## src/rtl/surf_id_pkg.sv

```systemverilog
// Shared constants and state encoding for the SURF identification reader.
package surf_id_pkg;

   localparam logic [31:0] ID_DEVICE_ADR  = 32'h0000_0000;
   localparam logic [31:0] ID_VERSION_ADR = 32'h0000_0004;
   localparam logic [31:0] ID_DNA_ADR     = 32'h0000_0008;
   localparam logic [31:0] DNA_LOAD_WORD  = 32'h8000_0000;
   localparam int          DNA_BITS_DEF   = 96;

   typedef enum logic [2:0] {
      IDLE,
      ISSUE,
      GAP,
      DONE,
      ERROR
   } state_t;

endpackage

```

## src/rtl/surf_id_reader.sv

```systemverilog
// Wishbone initiator that fetches DEVICE, VERSION and the device DNA after
// reset or on request, and holds them as static registered outputs.
module surf_id_reader
   import surf_id_pkg::*;
#(
   parameter int WB_ADR_BITS = 11,
   parameter int DNA_BITS    = DNA_BITS_DEF,
   parameter int TIMEOUT     = 255,
   parameter int GAP_CYCLES  = 2,
   parameter int AUTO_START  = 1
) (
   input  logic                   wb_clk_i,
   input  logic                   wb_rst_n_i,
   input  logic                   start_i,
   output logic                   busy_o,
   output logic                   done_o,
   output logic                   err_o,
   output logic [31:0]            device_o,
   output logic [31:0]            version_o,
   output logic [DNA_BITS-1:0]    dna_o,
   output logic                   wb_cyc_o,
   output logic                   wb_stb_o,
   output logic                   wb_we_o,
   output logic [WB_ADR_BITS-1:0] wb_adr_o,
   output logic [31:0]            wb_dat_o,
   output logic [3:0]             wb_sel_o,
   input  logic                   wb_ack_i,
   input  logic                   wb_err_i,
   input  logic                   wb_rty_i,
   input  logic [31:0]            wb_dat_i
);

   localparam logic [6:0] LAST_STEP = 7'(DNA_BITS + 3);
   localparam logic [7:0] TO_LAST   = 8'(TIMEOUT - 1);
   localparam logic [7:0] GAP_LAST  = 8'(GAP_CYCLES - 1);

   state_t                   state_q, state_d;
   logic [6:0]               step_q, step_d;
   logic [7:0]               cnt_q, cnt_d;
   logic                     auto_q, req_q;
   logic                     cyc_q, cyc_d;
   logic                     we_q, we_d;
   logic [WB_ADR_BITS-1:0]   adr_q, adr_d;
   logic [31:0]              dat_q, dat_d;
   logic [3:0]               sel_q, sel_d;
   logic                     busy_q, busy_d;
   logic                     done_q, done_d;
   logic                     err_q, err_d;
   logic [31:0]              device_q, device_d;
   logic [31:0]              version_q, version_d;
   logic [DNA_BITS-1:0]      dna_q, dna_d;
   logic [6:0]               dna_idx;
   logic                     launch, fresh, abort;

   assign dna_idx = step_q - 7'd3;

   always_comb begin
      state_d   = state_q;
      step_d    = step_q;
      cnt_d     = cnt_q;
      cyc_d     = cyc_q;
      we_d      = we_q;
      adr_d     = adr_q;
      dat_d     = dat_q;
      sel_d     = sel_q;
      busy_d    = busy_q;
      done_d    = done_q;
      err_d     = err_q;
      device_d  = device_q;
      version_d = version_q;
      dna_d     = dna_q;
      launch    = 1'b0;
      fresh     = 1'b0;
      abort     = 1'b0;

      case (state_q)
         IDLE: fresh = req_q;
         ISSUE: begin
            // err outranks rty outranks ack; data is only taken on a clean ack
            if (wb_err_i || wb_rty_i) begin
               abort = 1'b1;
            end else if (wb_ack_i) begin
               if (step_q == 7'd0) begin
                  device_d = wb_dat_i;
               end else if (step_q == 7'd1) begin
                  version_d = wb_dat_i;
               end else if (step_q >= 7'd3) begin
                  dna_d[dna_idx] = wb_dat_i[0];
               end
               step_d  = step_q + 7'd1;
               cnt_d   = 8'd0;
               cyc_d   = 1'b0;
               state_d = GAP;
            end else if (cnt_q == TO_LAST) begin
               abort = 1'b1;
            end else begin
               cnt_d = cnt_q + 8'd1;
            end
         end
         GAP: begin
            if (step_q == LAST_STEP) begin
               state_d = DONE;
               busy_d  = 1'b0;
               done_d  = 1'b1;
            end else if (cnt_q == GAP_LAST) begin
               launch = 1'b1;
            end else begin
               cnt_d = cnt_q + 8'd1;
            end
         end
         DONE, ERROR: fresh = req_q;
         default: state_d = IDLE;
      endcase

      if (abort) begin
         state_d = ERROR;
         cyc_d   = 1'b0;
         busy_d  = 1'b0;
         err_d   = 1'b1;
         cnt_d   = 8'd0;
      end

      if (fresh) begin
         step_d = 7'd0;
         done_d = 1'b0;
         err_d  = 1'b0;
         launch = 1'b1;
      end

      // bus fields are registered at launch and held for the whole transaction
      if (launch) begin
         state_d = ISSUE;
         cnt_d   = 8'd0;
         cyc_d   = 1'b1;
         busy_d  = 1'b1;
         we_d    = 1'b0;
         sel_d   = 4'b1111;
         dat_d   = 32'd0;
         if (step_d == 7'd0) begin
            adr_d = ID_DEVICE_ADR[WB_ADR_BITS-1:0];
         end else if (step_d == 7'd1) begin
            adr_d = ID_VERSION_ADR[WB_ADR_BITS-1:0];
         end else if (step_d == 7'd2) begin
            adr_d = ID_DNA_ADR[WB_ADR_BITS-1:0];
            we_d  = 1'b1;
            sel_d = 4'b1000;
            dat_d = DNA_LOAD_WORD;
         end else begin
            adr_d = ID_DNA_ADR[WB_ADR_BITS-1:0];
         end
      end
   end

   // start requests (and the post-reset auto request) pass through req_q so
   // the bus comes up one edge after the request is sampled
   always_ff @(posedge wb_clk_i or negedge wb_rst_n_i) begin
      if (!wb_rst_n_i) begin
         state_q   <= IDLE;
         step_q    <= 7'd0;
         cnt_q     <= 8'd0;
         auto_q    <= (AUTO_START != 0);
         req_q     <= 1'b0;
         cyc_q     <= 1'b0;
         we_q      <= 1'b0;
         adr_q     <= '0;
         dat_q     <= 32'd0;
         sel_q     <= 4'd0;
         busy_q    <= 1'b0;
         done_q    <= 1'b0;
         err_q     <= 1'b0;
         device_q  <= 32'd0;
         version_q <= 32'd0;
         dna_q     <= '0;
      end else begin
         state_q   <= state_d;
         step_q    <= step_d;
         cnt_q     <= cnt_d;
         auto_q    <= 1'b0;
         req_q     <= start_i | auto_q;
         cyc_q     <= cyc_d;
         we_q      <= we_d;
         adr_q     <= adr_d;
         dat_q     <= dat_d;
         sel_q     <= sel_d;
         busy_q    <= busy_d;
         done_q    <= done_d;
         err_q     <= err_d;
         device_q  <= device_d;
         version_q <= version_d;
         dna_q     <= dna_d;
      end
   end

   assign busy_o    = busy_q;
   assign done_o    = done_q;
   assign err_o     = err_q;
   assign device_o  = device_q;
   assign version_o = version_q;
   assign dna_o     = dna_q;
   assign wb_cyc_o  = cyc_q;
   assign wb_stb_o  = cyc_q;
   assign wb_we_o   = we_q;
   assign wb_adr_o  = adr_q;
   assign wb_dat_o  = dat_q;
   assign wb_sel_o  = sel_q;

endmodule

```

## config.mk

```make
export PLATFORM = sky130hd
export DESIGN_NAME = surf_id_reader
export DESIGN_NICKNAME = d
export VERILOG_FILES = /design/src/rtl/surf_id_pkg.sv /design/src/rtl/surf_id_reader.sv
export SDC_FILE = /design/constraint.sdc
export NUM_CORES = 1
export LEC_CHECK = 0
export BUFFER_PORTS_ARGS = -buffer_cell sky130_fd_sc_hd__buf_2
export CAP_MARGIN = 30
export CORE_MARGIN = 1
export CORE_UTILIZATION = 45
export DETAILED_ROUTE_END_ITERATION = 8
export HOLD_SLACK_MARGIN = 0.12
export PLACE_DENSITY = 0.71
export SYNTH_ARGS = -nofsm -noshare
export SYNTH_HDL_FRONTEND = slang
export SYNTH_SLANG_ARGS = --single-unit
```

## constraint.sdc

```tcl
create_clock -name wb_clk_i -period 6.4 [get_ports wb_clk_i]
set_input_delay 0.32 -clock wb_clk_i [delete_from_list [all_inputs] [get_ports wb_clk_i]]
set_output_delay 0.32 -clock wb_clk_i [all_outputs]
set_load 0.05 [all_outputs]
```

==> flow_summary.yaml, run 1 <==
run_status:
  outcome: "completed"
setup_path:
  path_cells: "ha_1 > xor2_1 > nand2_1 > or3_1 > nor3_1 > mux2_2"
  worst_path_max_delay_cell: "dfrtp_1"
  crit_arrival_ns: 3.48
  path_max_fanout: 21
  crit_path_max_incr_delay_ns: 0.72
  cp-end-kind: "flop"
  criticalPathCategory: "reg -> reg"
  cp_num_buf_inv: 0
  cp-start-kind: "flop"
  crit_family: "simple AND/OR/NAND/NOR gates"
  cp.required_ns: 6.70
layout:
  nFillCells: 1637
  drive_above_1_share_pct: 43.9
  stdcell_area_um2: 10600
  fin_nets: 973
  num_antenna_cells: 0
  areaGrowthSynthToFinish_pct: 20.6
  final_core_util_pct: 56.2
sta:
  max_slew_margin_pct: 28.1
  fin_crit_ns: 3.18
  max_slew.worst_pin.slew_ns: 1.07
  final_max_slew_viol_count: 0
  final_hold_viol_count: 0
  setup_ws_ns: 3.22
  rsz0062_at_grt: "no"
  setup-violations-final: 0
  fin_tns_setup_ns: 0
  fmax_mhz: 314
  final.setup_skew_ns: 0.0130
  finalCritPeriodShare_pct: 49.8
routing:
  drc: 0
  route.met2.wl_mm: 9.19
  drtPass1Iterations: 4
  antenna_left: 0
  wl_met3_mm: 1.62
  vias_per_cell: 5.17
  dr_total_vias: 6214
  dr.max_layer_used: "met4"
  met1_length_mm: 9.33
  drt_iter0_drc: 270
  drt-total-wl_mm: 20.4
  routedWlPerCell_um: 17.0
clocking:
  cts-root-buf: "clkbuf_16"
  clock_latency_ns: 0.43
  cts_tree: "done"
  ctsResizeCount: 0
  cts_buffer_depth: 2
  numCtsBuffers: 17
  cts_hold_buf: 17
  cts_max_level: 4
  path_clk_slew_ns: 0.07
  cts_sinks: 189
  post_cts_buffers: 0
placement:
  port_buffers: 210
  place_congestion: 0.872
  placed_cell_area_um2: 9880
  preCtsSetupSlack_ns: 3.26
  dp_hpwl_mm: 14.1
synth:
  yosysTopAreaCell: "dfrtp_1"
  synth_ff_type: "dfrtp_1"
  yosysWarnings: 0
  synth_area_um2: 8830
  synth_area_leaders: "dfrtp_1 (53%), mux2_2 (18%), buf_4 (4.2%)"
  synth_edf_count: 0
  synth-async-reset-ratio_pct: 100
  yosysTopAreaCellShare_pct: 53.3
  netlist-cell-type-count: 54
  avgSynthCellArea_um2: 12.1
  yosys_register_bits: 189
  syn_inst: 731
  yosysSeqAreaShare_pct: 53.6
grt:
  overflow: 0
  grt_pass1_vias: 6126
  grt_max_degree: 106
  grt.total_usage_pct: 20.9
  grt_pass1_wl_mm: 32.9
  antenna_found_initial: 0
floorplanning:
  initial_core_util_pct: 46.6
  die_x_um: 142
  row_count: 50
  io_pins: 251
  coreArea_um2: 19000
  die_y_um: 142
  die_area_um2: 20200
worst_hold_path:
  hold_class: "in -> reg"
job:
  maxCapViolCount: 0
power_and_ir_drop:
  irDropWorstVdd_v: 0.000262
  power_leakage_nw: 5.43
  p_total_mw: 3.44
  powerDensity_nw_per_um2: 323
==> flip-flops by register name, indices dropped and copies added (netlist names) <==
register	count
auto_q	1
busy_o	1
cnt_q	8
device_o	32
dna_o	96
done_o	1
err_o	1
req_q	1
state_q	3
step_q	7
version_o	32
wb_adr_o	2
wb_cyc_o	1
wb_dat_o	1
wb_sel_o	2
==> cells in the mapped netlist (3+ instances only) <==
cell type / number
dfrtp_1: 188
mux2_2: 142
nor3_1: 50
buf_4: 49
nor2_1: 35
clkbuf_1: 33
nand2_1: 32
nand3_1: 28
mux2_1: 20
nor3_2: 14
a21oi_1: 12
buf_2: 10
nor4_1: 8
or4_1: 8
o21ai_0: 7
or3_1: 7
a22o_1: 6
ha_1: 6
inv_1: 6
o31ai_1: 5
xnor2_1: 5
buf_1: 4
nand4_1: 4
nor2b_1: 4
a221o_1: 3
nand2b_1: 3
nand4b_1: 3
or2_2: 3
==> metrics by stage <==
step	std cells	hold slack (ns)
floorplan	771	0.0244
global placement	1148	0.449
detailed placement	1151	0.456
CTS	1199	0.121
global route	1201	0.124
finish	1201	0.141
==> cells in the final DEF (no fill, tap or decap), types with 6 or more instances in the layout <==
cell type      instances
mux2_2               142
a22o_1                 6
a21oi_1               12
inv_1                  6
conb_1                41
nor4_1                 8
mux2_1                20
buf_2                209
dlygate4sd3_1         19
nand2_1               32
ha_1                   6
dfrtp_1              188
nor3_2                14
or4_1                  8
clkbuf_16             17
or3_1                  7
nor2_1                35
nand3_1               28
nor3_1                50
o21ai_0                7
==> path summary, 6_finish.rpt <==
check	startpoint	end	slack, ns	cells after the start
worst max-delay path	step_q[0]	dna_o[10]	3.22	6
worst min register to register	wb_sel_o[3]	wb_sel_o[3]	0.48	1
max in group asynchronous	wb_rst_n_i	dna_o[33]	4.51	4
min in group asynchronous	wb_rst_n_i	cnt_q[3]	0.56	2
worst max register to register	step_q[0]	dna_o[10]	3.22	6
worst min-delay path	wb_dat_i[30]	device_o[30]	0.14	2
==> per-layer routing <==
layer  track usage (%)  up-vias
met5                 0        -
met4              6.68        0
met3              6.86       12
met2              31.4      221
met1              28.5     3068
li1                  -     2913
==> cells by family after synthesis <==
logic type / after synthesis / synth area share [%]
simple gates: 214 / 13.4
flops: 189 / 53.6
mux: 164 / 20.9
buf+inv: 103 / 6.69
compound gates: 47 / 3.81
xor+xnor: 7 / 0.695
fa+ha+maj: 6 / 0.851
other cells: 1 / 0.0425
==> where the power goes <==
part | internal (mW) | leakage (nW) | switching [mW]
Clock | 0.520 | 0.283 | 0.506
Combinational | 0.249 | 2.60 | 0.747
Sequential | 1.33 | 2.54 | 0.0879
Total | 2.10 | 5.43 | 1.34
==> final cells by class <==
class | instances | area (um2) | share of cell area [%]
clock inverter | 14 | 149 | 1.40
tap | 260 | 325 | 3.06
multi-input combinational | 479 | 3650 | 34.3
clock buffer | 17 | 425 | 4.00
inverter | 6 | 22.5 | 0.212
timing repair buffer | 236 | 1340 | 12.6
sequential | 189 | 4730 | 44.4
No activity file was read; power rests on OpenSTA's default activity.
==> run 2: changes to the inputs <==
ABC_AREA = 1   (was default)
PLACE_DENSITY = 0.73   (was 0.71)
clock period = 2.6 ns   (was 6.4 ns; I/O delays follow)
==> flow_summary.yaml, run 2 <==
run_status:
  outcome: "completed"
floorplanning:
  die_y_um: 145
  die_area_um2: 20900
  die_x_um: 145
  coreArea_um2: 19700
  initial_core_util_pct: 46.5
  io_pins: 251
  row_count: 51
synth:
  syn_inst: 1081
  synth_compound_area_share_pct: 6.47
  synth-simple-area-share_pct: 29.2
  synth_area_leaders: "dfrtp_1 (51%), nand2_1 (12%), nand4_1 (6.3%)"
  synth_ff_type: "dfrtp_1"
  synth-async-reset-ratio_pct: 100
  post-synth-top-count-cell: "nand2_1"
  netlist-cell-type-count: 32
  yosysTopAreaCell: "dfrtp_1"
  yosysWarnings: 0
  synthTopCellsByCount: "nand2_1 (298), dfrtp_1 (188), nand3_1 (104), nand4_1 (93), o21ai_0 (84)"
  yosysSeqAreaShare_pct: 51.6
  synth_area_um2: 9160
  yosysTopAreaCellShare_pct: 51.3
  synthAdderAreaFrac_pct: 0.819
  synth-xor-area-share_pct: 0.915
  synth_edf_count: 0
  synth_top_family_by_area: "simple AND/OR/NAND/NOR gates"
  avgSynthCellArea_um2: 8.48
  yosys_register_bits: 189
  synthMuxAreaShare_pct: 0
sta:
  setup-violations-final: 0
  fmax_mhz: 420
  fin_crit_ns: 2.38
  max_slew.worst_pin.slew_ns: 0.733
  final_max_slew_viol_count: 0
  final.setup_skew_ns: 0.0104
  final_hold_viol_count: 0
  fin_tns_setup_ns: 0
  rsz0062_at_grt: "no"
  max_slew_margin_pct: 51.1
  finalCritPeriodShare_pct: 91.6
layout:
  instances_no_fill: 1580
  seqCellArea_um2: 4730
  layout_common_cells: "nand2_1 (298), buf_2 (209), dfrtp_1 (188)"
  stdcell_area_um2: 11300
  final_core_util_pct: 57.3
  areaGrowthSynthToFinish_pct: 23.2
  nFillCells: 1732
  multi_input_area_um2: 3600
  fin_nets: 1346
  drive_above_1_share_pct: 24.2
  final_common_cell: "nand2_1"
  num_antenna_cells: 0
  largest_reg_flops: 96
power_and_ir_drop:
  powerDensity_nw_per_um2: 806
  power_leakage_nw: 6.11
  irDropWorstVdd_v: 0.000707
grt:
  antenna_found_initial: 0
  grt_pass1_wl_mm: 37.3
  overflow: 0
  grt_max_degree: 86
  grt.total_usage_pct: 22.9
  grt_pass1_vias: 7390
routing:
  routedWlPerCell_um: 14.9
  vias_per_cell: 5.08
  dr_total_vias: 8027
  drc: 0
  drtPass1Iterations: 7
  drt-total-wl_mm: 23.5
  drt_iter0_drc: 564
  antenna_left: 0
clocking:
  cts_sinks: 189
  clock_latency_ns: 0.44
  post_cts_buffers: 0
  cts_tree: "done"
  cts_max_level: 4
  path_clk_slew_ns: 0.08
  ctsResizeCount: 0
  numCtsBuffers: 17
  cts-root-buf: "clkbuf_16"
  cts_buffer_depth: 2
  cts_hold_buf: 34
worst_hold_path:
  hold_class: "in -> reg"
setup_path:
  cp.required_ns: 2.97
  rrSetupSlack_ns: 0.22
  cp-end-kind: "flop"
  path_max_fanout: 10
  crit_arrival_ns: 2.76
  cp-start-kind: "flop"
  criticalPathCategory: "reg -> reg"
placement:
  dp_hpwl_mm: 15.5
  dp_cells: 1514
  place_congestion: 0.856
  port_buffers: 210
  placed_cell_area_um2: 10300
job:
  maxCapViolCount: 0
==> run 2: report_power, final <==
part / switching [mW] / internal [mW] / total (mW)
clock network: 1.24 / 1.55 / 2.79
logic: 2.21 / 0.614 / 2.83
registers: 0.226 / 3.26 / 3.49
total: 3.68 / 5.43 / 9.11
==> run 2: logic make-up (layout without fill, tap and decap cells) <==
family,after synthesis,in the layout
flops,189,189
other cells,1,41
compound gates,117,117
xor+xnor,7,7
buf+inv,190,384
fa+ha+maj,6,6
simple gates,571,571
==> run 2: area by class of cell <==
type,count,area share [%]
clock buffers,17,3.77
clock inverters,15,1.77
inverters,83,2.78
multi-input cells,742,31.9
flip-flops and latches,189,41.9
well taps,265,2.94
repair buffers,269,14.9
==> run 2: path summary, 6_finish.rpt <==
kind / to / from / cells past startpoint
max in group asynchronous: auto_q / wb_rst_n_i / 3
hold / removal: cnt_q[3] / wb_ack_i / 4
hold reg to reg: wb_sel_o[3] / wb_sel_o[3] / 1
min in group asynchronous: dna_o[72] / wb_rst_n_i / 2
setup / recovery: dna_o[38] / step_q[0] / 8
setup reg to reg: dna_o[38] / step_q[0] / 8
==> run 2: worst max-delay path, stage by stage, from the launching register on <==
cell,delay (ns)
dfrtp_1,0.58
ha_1,0.31
inv_1,0.11
nand2_1,0.11
xor2_2,0.24
nand2_2,0.15
nor2_1,0.49
nand4_1,0.22
nand2_1,0.12
==> run 2: stage by stage <==
stage          worst slack, ns  power [mW]  hold WS [ns]
6_report                 0.217        9.11         0.206
5_1_grt                 0.0396        9.52         0.249
4_1_cts                  0.218        9.14         0.193
3_5_place_dp             0.330        6.31         0.247
3_3_place_gp             0.389        6.28         0.238
2_1_floorplan            0.754        5.58        -0.166
==> run 2: per-layer routing <==
layer | vias to the layer above | routed length (um) | global-route usage [%]
li1 | 3920 | - | -
met1 | 3764 | 10200 | 30.1
met2 | 319 | 11400 | 38.0
met3 | 24 | 1570 | 4.48
met4 | 0 | 295 | 7.15
met5 | - | 0 | 0
==> run 3: changes to the inputs <==
REMOVE_ABC_BUFFERS = 1   (was default)
==> flow_summary.yaml, run 3 (synthesis gave the netlist of run 2 again) <==
setup_path:
  crit_family: "buffers and inverters"
  cp-start-kind: "flop"
  crit_path_start: "step_q[0]"
  rrSetupSlack_ns: 0.26
  crit-reg2reg-launch: "step_q[0]"
  cp.required_ns: 2.90
  cp_num_buf_inv: 3
  path_max_fanout: 28
  r2r-end: "dna_o[68]"
  criticalPathCategory: "reg -> reg"
  crit_path_max_incr_delay_ns: 0.55
  crit_arrival_ns: 2.64
  path_cells: "inv_1 > ha_1 > nand2_1 > nor2_1 > nor2_2 > nand3_1 > inv_4 > buf_4 > nand3_1 > nand2_1 > o21ai_0"
  cp-end-kind: "flop"
  reg2regPathDepth: 11
  worst_path_max_delay_cell: "dfrtp_1"
placement:
  dp_hpwl_mm: 15.6
  port_buffers: 210
  preCtsSetupSlack_ns: 0.319
  place_congestion: 0.791
  dp_cells: 1514
grt:
  grt_max_degree: 74
  grt_pass1_wl_mm: 37.4
  antenna_found_initial: 0
  overflow: 0
  grt.total_usage_pct: 23.0
  grt_pass1_vias: 7335
sta:
  max_slew.worst_pin.slew_ns: 0.677
  setup_ws_ns: 0.257
  setup-violations-final: 0
  final_max_slew_viol_count: 0
  final.setup_skew_ns: 0.0103
  final_hold_viol_count: 0
  max_slew_margin_pct: 54.9
  rsz0062_at_grt: "no"
  fin_crit_ns: 2.34
  fmax_mhz: 427
  finalCritPeriodShare_pct: 90.1
floorplanning:
  die_x_um: 145
  initial_core_util_pct: 46.5
  die_area_um2: 20900
  io_pins: 251
  die_y_um: 145
  coreArea_um2: 19700
  row_count: 51
clocking:
  cts_tree: "done"
  post_cts_buffers: 0
  cts-root-buf: "clkbuf_16"
  numCtsBuffers: 17
  cts_sinks: 189
  path_clk_slew_ns: 0.07
  cts_max_level: 4
  cts_buffer_depth: 2
  clock_latency_ns: 0.44
layout:
  num_antenna_cells: 0
  largest_reg_flops: 96
  instances_no_fill: 1579
  drive_above_1_share_pct: 23.7
  layout_common_cells: "nand2_1 (298), buf_2 (209), dfrtp_1 (188)"
  nFillCells: 1757
  final_common_cell: "nand2_1"
  fin_nets: 1345
  areaGrowthSynthToFinish_pct: 22.2
worst_hold_path:
  hold_class: "in -> reg"
  hold_start: "wb_ack_i"
  min_to: "cnt_q[3]"
  holdPathStages: 4
power_and_ir_drop:
  power_leakage_nw: 6.06
  powerDensity_nw_per_um2: 790
  p_total_mw: 8.84
  irDropWorstVdd_v: 0.000762
routing:
  drt-total-wl_mm: 23.9
  vias_per_cell: 5.17
  antenna_left: 0
  drt_iter0_drc: 631
  routedWlPerCell_um: 15.1
  drc: 0
  drtPass1Iterations: 5
  dr_total_vias: 8163
job:
  maxCapViolCount: 0
run_status:
  outcome: "completed"
==> run 3: tightest hold or removal path: cells and delay by family <==
family,cells,cell delay [ns]
buffers and inverters,1,0.21
AND/OR/NAND/NOR,1,0.07
AO/OA/AOI/OAI,2,0.15
==> run 3: layout make-up <==
cell class | count | area (um2) | share of cell area (%)
Inverter | 83 | 314 | 2.81
Clock buffer | 20 | 447 | 3.99
Tap cell | 265 | 332 | 2.96
Clock inverter | 12 | 130 | 1.16
Multi-Input combinational cell | 742 | 3590 | 32.1
Timing Repair Buffer | 268 | 1650 | 14.8
Sequential cell | 189 | 4730 | 42.3
==> run 3: per-stage QoR <==
step / area [um2] / util [%] / hold slack, ns / TNS, ns
floorplan: 8630 / - / -0.166 / -23.86
global placement: 10300 / 52.2 / 0.154 / 0
detailed placement: 10300 / 52.2 / 0.158 / 0
CTS: 11200 / 56.8 / 0.157 / 0
global route: 11200 / 56.8 / 0.218 / 0
finish: 11200 / 56.8 / 0.172 / 0
==> run 3: worst max path at each step <==
| stage | slack [ns] | cells past startpoint | end |
|---|---|---|---|
| 2_1_floorplan | -0.31 | 10 | dna_o[67] |
| 3_3_place_gp | 0.41 | 11 | dna_o[68] |
| 3_5_place_dp | 0.32 | 11 | dna_o[64] |
| 4_1_cts | 0.30 | 11 | dna_o[68] |
| 5_1_grt | 0.08 | 9 | dna_o[53] |
| 6_report | 0.26 | 11 | dna_o[68] |
==> run 3: what timing repair did <==
| action | 4_1_cts | 5_1_grt |
|---|---|---|
| hold endpoints to repair | 132 | 0 |
| hold buffers | 33 | 0 |
| endpoints found under the setup margin | 0 | 0 |
| resized for setup | 0 | 0 |
==> run 3: where the power goes <==
| part | leakage, nW | switching (mW) | internal [mW] | total (mW) |
|---|---|---|---|---|
| combinational | 3.23 | 2.21 | 0.573 | 2.78 |
| sequential | 2.57 | 0.228 | 3.26 | 3.49 |
| clock | 0.267 | 1.19 | 1.38 | 2.57 |
==> run 3: routing by layer <==
metal | vias up | GRT usage [%] | routed length (um) | part of all wire [%]
met5 | - | 0 | 0 | 0
met4 | 0 | 6.65 | 394 | 1.7
met3 | 30 | 5.13 | 1850 | 7.8
met2 | 356 | 37.3 | 11300 | 48
met1 | 3855 | 30.9 | 10300 | 43
li1 | 3922 | - | - | -
